[src/rtl/gray_code_generator.sv]
// Gray-code source: a binary counter stepped by a debounced button or a prescaler tick,
// with registered binary/Gray outputs and valid/wrap strobes.
module gray_code_generator #(
   parameter int WIDTH        = 4,
   parameter int DIV_CNT      = 27_000_000,
   parameter int DEBOUNCE_CNT = 270_000
) (
   input  logic             clk_pi,
   input  logic             rst_n_pi,
   input  logic             boton_paso_pi,
   input  logic             modo_auto_pi,
   input  logic             dir_pi,
   input  logic             carga_pi,
   input  logic [WIDTH-1:0] valor_bin_pi,
   output logic [WIDTH-1:0] codigo_gray_po,
   output logic [WIDTH-1:0] codigo_bin_po,
   output logic             valido_po,
   output logic             envuelta_po
);

   localparam int DBW = (DEBOUNCE_CNT > 1) ? $clog2(DEBOUNCE_CNT) : 1;
   localparam int PW  = $clog2(DIV_CNT);

   logic [1:0]       sync_q;
   logic [DBW-1:0]   db_cnt_q;
   logic             db_q;
   logic             db_prev_q;
   logic             btn_pulse;
   logic [PW-1:0]    pre_q;
   logic             tick;
   logic             step;
   logic [WIDTH-1:0] bin_q;
   logic [WIDTH-1:0] bin_nxt;
   logic             vld_nxt;
   logic             env_nxt;

   // Button: two-flop synchronizer, then a stability counter that must reach
   // DEBOUNCE_CNT-1 with the input still differing before the state flips.
   always_ff @(posedge clk_pi or negedge rst_n_pi) begin
      if (!rst_n_pi) begin
         sync_q    <= '0;
         db_cnt_q  <= '0;
         db_q      <= 1'b0;
         db_prev_q <= 1'b0;
      end else begin
         sync_q    <= {sync_q[0], boton_paso_pi};
         db_prev_q <= db_q;
         if (sync_q[1] == db_q) begin
            db_cnt_q <= '0;
         end else if (db_cnt_q == DBW'(DEBOUNCE_CNT - 1)) begin
            db_cnt_q <= '0;
            db_q     <= sync_q[1];
         end else begin
            db_cnt_q <= db_cnt_q + DBW'(1);
         end
      end
   end

   assign btn_pulse = db_q & ~db_prev_q;

   // A load restarts the tick spacing, so it clears the prescaler as well.
   always_ff @(posedge clk_pi or negedge rst_n_pi) begin
      if (!rst_n_pi) begin
         pre_q <= '0;
      end else if (!modo_auto_pi || carga_pi) begin
         pre_q <= '0;
      end else if (pre_q == PW'(DIV_CNT - 1)) begin
         pre_q <= '0;
      end else begin
         pre_q <= pre_q + PW'(1);
      end
   end

   assign tick = modo_auto_pi && (pre_q == PW'(DIV_CNT - 1));
   assign step = modo_auto_pi ? tick : btn_pulse;

   always_comb begin
      bin_nxt = bin_q;
      vld_nxt = 1'b0;
      env_nxt = 1'b0;
      if (carga_pi) begin
         bin_nxt = valor_bin_pi;
         vld_nxt = 1'b1;
      end else if (step) begin
         vld_nxt = 1'b1;
         if (dir_pi) begin
            bin_nxt = bin_q + WIDTH'(1);
            env_nxt = &bin_q;
         end else begin
            bin_nxt = bin_q - WIDTH'(1);
            env_nxt = ~|bin_q;
         end
      end
   end

   // Both code outputs come from bin_nxt so they always describe the same count.
   always_ff @(posedge clk_pi or negedge rst_n_pi) begin
      if (!rst_n_pi) begin
         bin_q          <= '0;
         codigo_bin_po  <= '0;
         codigo_gray_po <= '0;
         valido_po      <= 1'b0;
         envuelta_po    <= 1'b0;
      end else begin
         bin_q          <= bin_nxt;
         codigo_bin_po  <= bin_nxt;
         codigo_gray_po <= bin_nxt ^ (bin_nxt >> 1);
         valido_po      <= vld_nxt;
         envuelta_po    <= env_nxt;
      end
   end

endmodule

[config.mk]
export PLATFORM = sky130hd
export DESIGN_NAME = gray_code_generator
export DESIGN_NICKNAME = d
export VERILOG_FILES = /design/src/rtl/gray_code_generator.sv
export SDC_FILE = /design/constraint.sdc
export NUM_CORES = 1
export LEC_CHECK = 0
export BUFFER_PORTS_ARGS = -buffer_cell sky130_fd_sc_hd__buf_2
export CAP_MARGIN = 0
export CORE_MARGIN = 1
export CORE_UTILIZATION = 45
export DETAILED_ROUTE_END_ITERATION = 8
export SYNTH_ARGS = -nofsm -noshare
export SYNTH_HDL_FRONTEND = slang
export SYNTH_SLANG_ARGS = --single-unit
[constraint.sdc]
create_clock -name clk_pi -period 6.35 [get_ports clk_pi]
set_input_delay 1.905 -clock clk_pi [delete_from_list [all_inputs] [get_ports clk_pi]]
set_output_delay 1.905 -clock clk_pi [all_outputs]
set_load 0.01 [all_outputs]
==> results of run 1 <==
cell usage after synthesis, drive strengths merged (2+ instances only):
| library cell | number | share of area [%] |
|---|---|---|
| a211oi | 2 | 0.51 |
| a21o | 2 | 0.55 |
| a21oi | 3 | 0.64 |
| and2 | 3 | 0.64 |
| and3 | 8 | 1.7 |
| and4 | 5 | 1.5 |
| buf | 2 | 0.43 |
| clkbuf | 6 | 0.77 |
| dfrtp | 57 | 49 |
| ha | 4 | 1.7 |
| inv | 11 | 1.4 |
| mux2i | 2 | 0.68 |
| nand2 | 19 | 2.4 |
| nand3 | 21 | 3.6 |
| nand3b | 2 | 0.51 |
| nand4 | 12 | 2.6 |
| nor2 | 58 | 7.4 |
| nor3 | 12 | 2.0 |
| nor3b | 2 | 0.68 |
| nor4 | 6 | 1.8 |
| o21ai | 6 | 1.0 |
| or2 | 2 | 0.43 |
| xnor2 | 22 | 6.6 |
| xor2 | 24 | 7.2 |
layout by cell type, fill, tap and decap left out, types with 2 or more instances in the layout:
cell type  instances
o21ai_0            6
or2_2              2
xor2_1            24
a21oi_1            2
clkinv_2           2
nor3_1            12
a211oi_1           2
nand3b_1           2
dfrtp_1           57
buf_2             19
xnor2_1           22
ha_1               4
nand3_1           21
inv_1             11
nor2_1            58
clkbuf_8          10
nand2_1           19
and3_1             7
nand4_1           12
and4_1             4
and2_1             3
nor4_1             5
mux2i_1            2
final cells by class:
cell class	count	area (sq um)
fillers	600	3017
inverters	11	41.29
multi-input cells	228	1436
clock inverters	5	56.30
clock buffers	10	137.6
flip-flops and latches	57	1426
repair buffers	20	102.6
well taps	77	96.34
routing by layer:
layer	track usage, %	up-vias	share of wire [%]
met5	0	-	0
met4	4.702	0	1.1
met3	6.859	6	3.2
met2	27.20	23	46
met1	23.28	1005	49
li1	-	1089	-
through the flow:
stage / setup WS [ns] / cells
finish: 2.827 / 408
floorplan: 2.800 / 304
CTS: 2.850 / 408
global placement: 2.598 / 393
detailed placement: 2.489 / 393
global route: 2.725 / 408
report_power, final:
part	switching (W)	leakage (nW)	internal [W]	total, W
Combinational	0.0000385	0.561	0.0000249	0.0000634
Clock	0.000146	0.0981	0.000189	0.000335
Sequential	0.00000713	0.771	0.000371	0.000378
critical path, delay by kind of cell:
family | cells | cell delay [ns]
xor+xnor | 2 | 0.76
fa+ha+maj | 1 | 0.44
compound gates | 1 | 0.39
simple gates | 1 | 0.16
buf+inv | 1 | 0.14
sequential cells by signal, indices dropped and copies added (netlist names):
signal	count
valido_po	1
sync_q	2
db_prev_q	1
db_q	1
codigo_gray_po	3
bin_q	4
envuelta_po	1
db_cnt_q	19
pre_q	25
logic make-up (layout without fill, tap and decap cells):
| family | after synthesis | after routing | share of synthesized area, % |
|---|---|---|---|
| flops | 57 | 57 | 48.53 |
| xor+xnor | 47 | 47 | 14.47 |
| buf+inv | 19 | 46 | 2.597 |
| compound gates | 18 | 18 | 4.130 |
| fa+ha+maj | 5 | 5 | 2.384 |
| simple gates | 155 | 155 | 26.82 |
| mux | 3 | 3 | 1.064 |
final timing paths:
| kind | start | endpoint | slack (ns) | depth (start not counted) |
|---|---|---|---|---|
| worst min register to register | sync_q[0] | sync_q[1] | 0.34 | 0 |
| worst max register to register | bin_q[0] | codigo_gray_po[2] | 3.93 | 6 |
| worst min-delay path | sync_q[0] | sync_q[1] | 0.34 | 0 |
| max in group asynchronous | rst_n_pi | pre_q[20] | 4.16 | 2 |
| min in group asynchronous | rst_n_pi | db_cnt_q[15] | 1.69 | 2 |
| worst max-delay path | dir_pi | codigo_gray_po[2] | 2.83 | 6 |
==> metrics.yaml, run 1 <==
clock_tree:
  path_clk_slew_ns: 0.06
  cts_setup_buffers: 0
  cts_resized: 0
  clkLatencyLatePin_ns: 0.34
  cts_tree: "done"
  numCtsBuffers: 9
  root_buffer: "clkbuf_8"
  cts_sinks: 57
  postCtsHoldBufs: 0
  htreeDepth: 3
  clk_path_buf_depth: 2
critical_path:
  crit_slowest_cell: "fa_1"
  cp.arrival_ns: 3.79
  cp.required_ns: 6.62
  path_cells: "buf_2 > fa_1 > xnor2_1 > xnor3_1 > a2111oi_0 > nand3b_1"
  crit_fanout: 5
  startpoint_type: "input port"
  cp_slowest_stage_delay_ns: 0.44
  critical_path_class: "in -> reg"
  worstSetupEndpointType: "flip-flop"
floorplanning:
  die_area_sq_um: 6858
  die_h_um: 82.82
  rows: 29
  ioPinCount: 20
  start_util_pct: 46.55
  coreArea_sq_um: 6314
  fp.dieW_um: 82.82
power:
  power_density_nw_per_um2: 235.4
  peakVddDrop_v: 0.0001380
  power_w: 0.0007760
  p_leak_nw: 1.431
drt:
  via_per_inst: 5.203
  drc: 0
  vias: 2123
  post_drt_wl_per_cell_um: 13.21
  final_antenna_net_count: 0
  totalWireLength_mm: 5.390
  drtIter0Drc: 72
  firstDrtPassIters: 4
sta:
  hold_violations: 0
  slew_viol_final: 0
  skew_ns: 0.01182
  rsz0062_at_grt: "false"
  slew-limit-headroom_pct: 34.47
  period_minus_slack_ns: 3.523
  worstMarginPinSlew_ns: 0.9800
  max_freq_mhz: 283.9
  finalSetupViolCount: 0
  fin_setup_tns_ns: 0
  finalCritPeriodShare_pct: 55.48
  hold_ws_ns: 0.3438
yosys:
  synth_nets: 319
  ys_types: 44
  syn_inst: 304
  ys_seq_elements: 57
  synthArstFlopShare_pct: 100.0
  avgSynthCellArea_sq_um: 9.668
  synth_seq_area_share_pct: 48.53
  synth_edf_count: 0
  synth_area_sq_um: 2939
  synthFlopType: "dfrtp_1"
  yosysWarningCount: 0
placed_design:
  gp_congestion: 0.7538
  port_buffers: 19
  dpl_cell_area_sq_um: 3103
  hpwlAfterDp_mm: 3.604
finish:
  antenna_cells: 0
  fin_area_sq_um: 3297
  nNetsFinal: 342
  layout-drive-gt1-share_pct: 13.60
  area_growth_pct: 12.18
  finalCoreUtilization_pct: 52.22
grt:
  grt_pass1_wl_mm: 9.701
  grt-ovfl-total: 0
  grt_max_degree: 58
  antenna_found_initial: 0
  grt_pass1_vias: 2087
  grt_usage_pct: 17.65
flow_run:
  drv_cap: 0
hold_path:
  hold_class: "reg -> reg"
outcome:
  status: "finished clean"
Note: power is estimated with default switching activity, not from simulation.
==> inputs of run 2 (changes only) <==
==> constraint.sdc (replaced) <==
create_clock -name clk_pi -period 3.1 [get_ports clk_pi]
set_input_delay 0.93 -clock clk_pi [delete_from_list [all_inputs] [get_ports clk_pi]]
set_output_delay 0.93 -clock clk_pi [all_outputs]
set_load 0.01 [all_outputs]
==> metrics.yaml, run 2 (synthesized netlist as in run 1, its figures left out) <==
outcome:
  status: "finished clean"
power:
  peakVddDrop_v: 0.0003120  # +130%
  p_leak_nw: 1.440  # +0.63%
  power_density_nw_per_um2: 479.7  # +100%
drt:
  totalWireLength_mm: 5.458  # +1.3%
  final_antenna_net_count: 0  # unchanged
  via_per_inst: 5.254  # +0.98%
  post_drt_wl_per_cell_um: 13.34  # +1.0%
  drc: 0  # unchanged
  firstDrtPassIters: 4  # unchanged
  vias: 2149  # +1.2%
  drtIter0Drc: 112  # +56%
clock_tree:
  cts_sinks: 57  # unchanged
  numCtsBuffers: 9  # unchanged
  postCtsHoldBufs: 0  # unchanged
  cts_resized: 0  # unchanged
  clk_path_buf_depth: 2  # unchanged
  clkLatencyLatePin_ns: 0.34  # about the same
  path_clk_slew_ns: 0.07  # about the same
  htreeDepth: 3  # unchanged
  root_buffer: "clkbuf_8"
  cts_setup_buffers: 0  # unchanged
  cts_tree: "done"
finish:
  layout-drive-gt1-share_pct: 13.86  # +0.26 points
  top_register: "pre_q"
  fin_area_sq_um: 3317  # +0.61%
  nNetsFinal: 343  # +0.29%
  finalCoreUtilization_pct: 52.54  # +0.32 points
  largest_reg_flops: 25  # unchanged
  fillCellCount: 581  # -3.2%
  antenna_cells: 0  # unchanged
  area_growth_pct: 12.86
  final_common_cell: "nor2_1"
  reg.largest.list: "pre_q x25, db_cnt_q x19, bin_q x4"
  layout_common_cells: "nor2_1, dfrtp_1, xor2_1"
floorplanning:
  fp.dieW_um: 82.82  # unchanged
  ioPinCount: 20  # unchanged
  die_area_sq_um: 6858  # unchanged
  die_h_um: 82.82  # unchanged
  start_util_pct: 46.55  # unchanged
  rows: 29  # unchanged
  coreArea_sq_um: 6314  # unchanged
grt:
  grt_usage_pct: 17.67  # +0.020 points
  grt_max_degree: 58  # unchanged
  grt_pass1_vias: 2102  # +0.72%
  antenna_found_initial: 0  # unchanged
  grt-ovfl-total: 0  # unchanged
  grt_pass1_wl_mm: 9.735  # +0.35%
sta:
  finalSetupViolCount: 0  # unchanged
  slew-limit-headroom_pct: 52.07  # +18 points
  max_freq_mhz: 391.8
  rsz0062_at_grt: "false"
  period_minus_slack_ns: 2.553
  fin_setup_tns_ns: 0  # unchanged
  setup_slack_ns: 0.5474  # -2.280 ns
  slew_viol_final: 0  # unchanged
  hold_violations: 0  # unchanged
  hold_ws_ns: 0.3571  # +0.01328 ns
  skew_ns: 0.008657  # -0.003162 ns
  finalCritPeriodShare_pct: 82.34
  worstMarginPinSlew_ns: 0.7124  # -0.2676 ns
flow_run:
  drv_cap: 0  # unchanged
critical_path:
  cp_slowest_stage_delay_ns: 0.43  # about the same
  crit_slowest_cell: "fa_1"
  critical_path_class: "in -> reg"
  worstSetupEndpointType: "flip-flop"
  path_buf_inv: 1  # unchanged
  timing.rr.end: "codigo_gray_po[2]"
  reg2reg_depth: 6  # unchanged
  path_cells: "buf_2 > fa_1 > xnor2_1 > xnor3_1 > a2111oi_0 > nand3b_1"
  cp_top_family: "XOR/XNOR gates"
  crit-reg2reg-launch: "bin_q[0]"
  startpoint_type: "input port"
  cp.arrival_ns: 2.82  # -0.97 ns
  r2r_slack_ns: 0.70  # -3.23 ns
  cp.required_ns: 3.37  # -3.25 ns
  crit_fanout: 5  # unchanged
placed_design:
  dpl_cell_area_sq_um: 3123  # +0.65%
  gp_congestion: 0.7320  # -2.9%
  pre_cts_slack_ns: 0.2252  # -2.264 ns
  port_buffers: 19  # unchanged
  hpwlAfterDp_mm: 3.715  # +3.1%
hold_path:
  hold_end: "sync_q[1]"
  hold_class: "reg -> reg"
  hp-start: "sync_q[0]"
  hold_depth: 0  # unchanged
==> run 2: cell types whose count changed in the layout (fill, tap and decap cells not counted), sizes merged <==
cell and change:
buf +1
==> run 2: through the flow <==
step / total power (W) / instances
global route: 0.001667 / 409
global placement: 0.0009221 / 394
CTS: 0.001615 / 409
floorplan: 0.0008694 / 304
detailed placement: 0.0009243 / 394
finish: 0.001591 / 409
==> run 2: worst max-delay path by stage <==
stage	from	slack, ns	cells past startpoint	to
6_report	dir_pi	0.55	6	codigo_gray_po[2]
5_1_grt	dir_pi	0.41	7	codigo_gray_po[2]
4_1_cts	dir_pi	0.57	6	codigo_gray_po[2]
3_5_place_dp	dir_pi	0.23	6	codigo_gray_po[2]
3_3_place_gp	dir_pi	0.31	6	codigo_gray_po[2]
2_1_floorplan	dir_pi	0.52	5	codigo_gray_po[2]
==> run 2: layout make-up <==
| cell class | instances | area (sq um) | share of cell area, % |
|---|---|---|---|
| multi-input combinational | 228 | 1436 | 43.30 |
| sequential | 57 | 1426 | 43.00 |
| clock buffer | 10 | 137.6 | 4.149 |
| timing repair buffer | 21 | 122.6 | 3.697 |
| tap | 77 | 96.34 | 2.905 |
| clock inverter | 5 | 56.30 | 1.697 |
| inverter | 11 | 41.29 | 1.245 |
==> run 2: power by group <==
group / internal, W / switching, W / leakage [nW]
Clock: 0.000386 / 0.000296 / 0.0981
Sequential: 0.000760 / 0.0000143 / 0.771
Combinational: 0.0000536 / 0.0000815 / 0.570
==> run 2: metal layers <==
metal  track usage [%]  wire length (um)  up-vias
li1                  -                 -     1086
met1             23.97              2765     1027
met2             27.05              2452       28
met3             4.573               166        8
met4             7.053                72        0
met5                 0                 0        -
==> run 2: worst reg2reg max path, stage by stage (launching register included) <==
cell and delay (ns):
dfrtp_1 0.44, inv_1 0.15, fa_1 0.42, xnor2_1 0.37, xnor3_1 0.41, a2111oi_0 0.39, nand3b_1 0.16
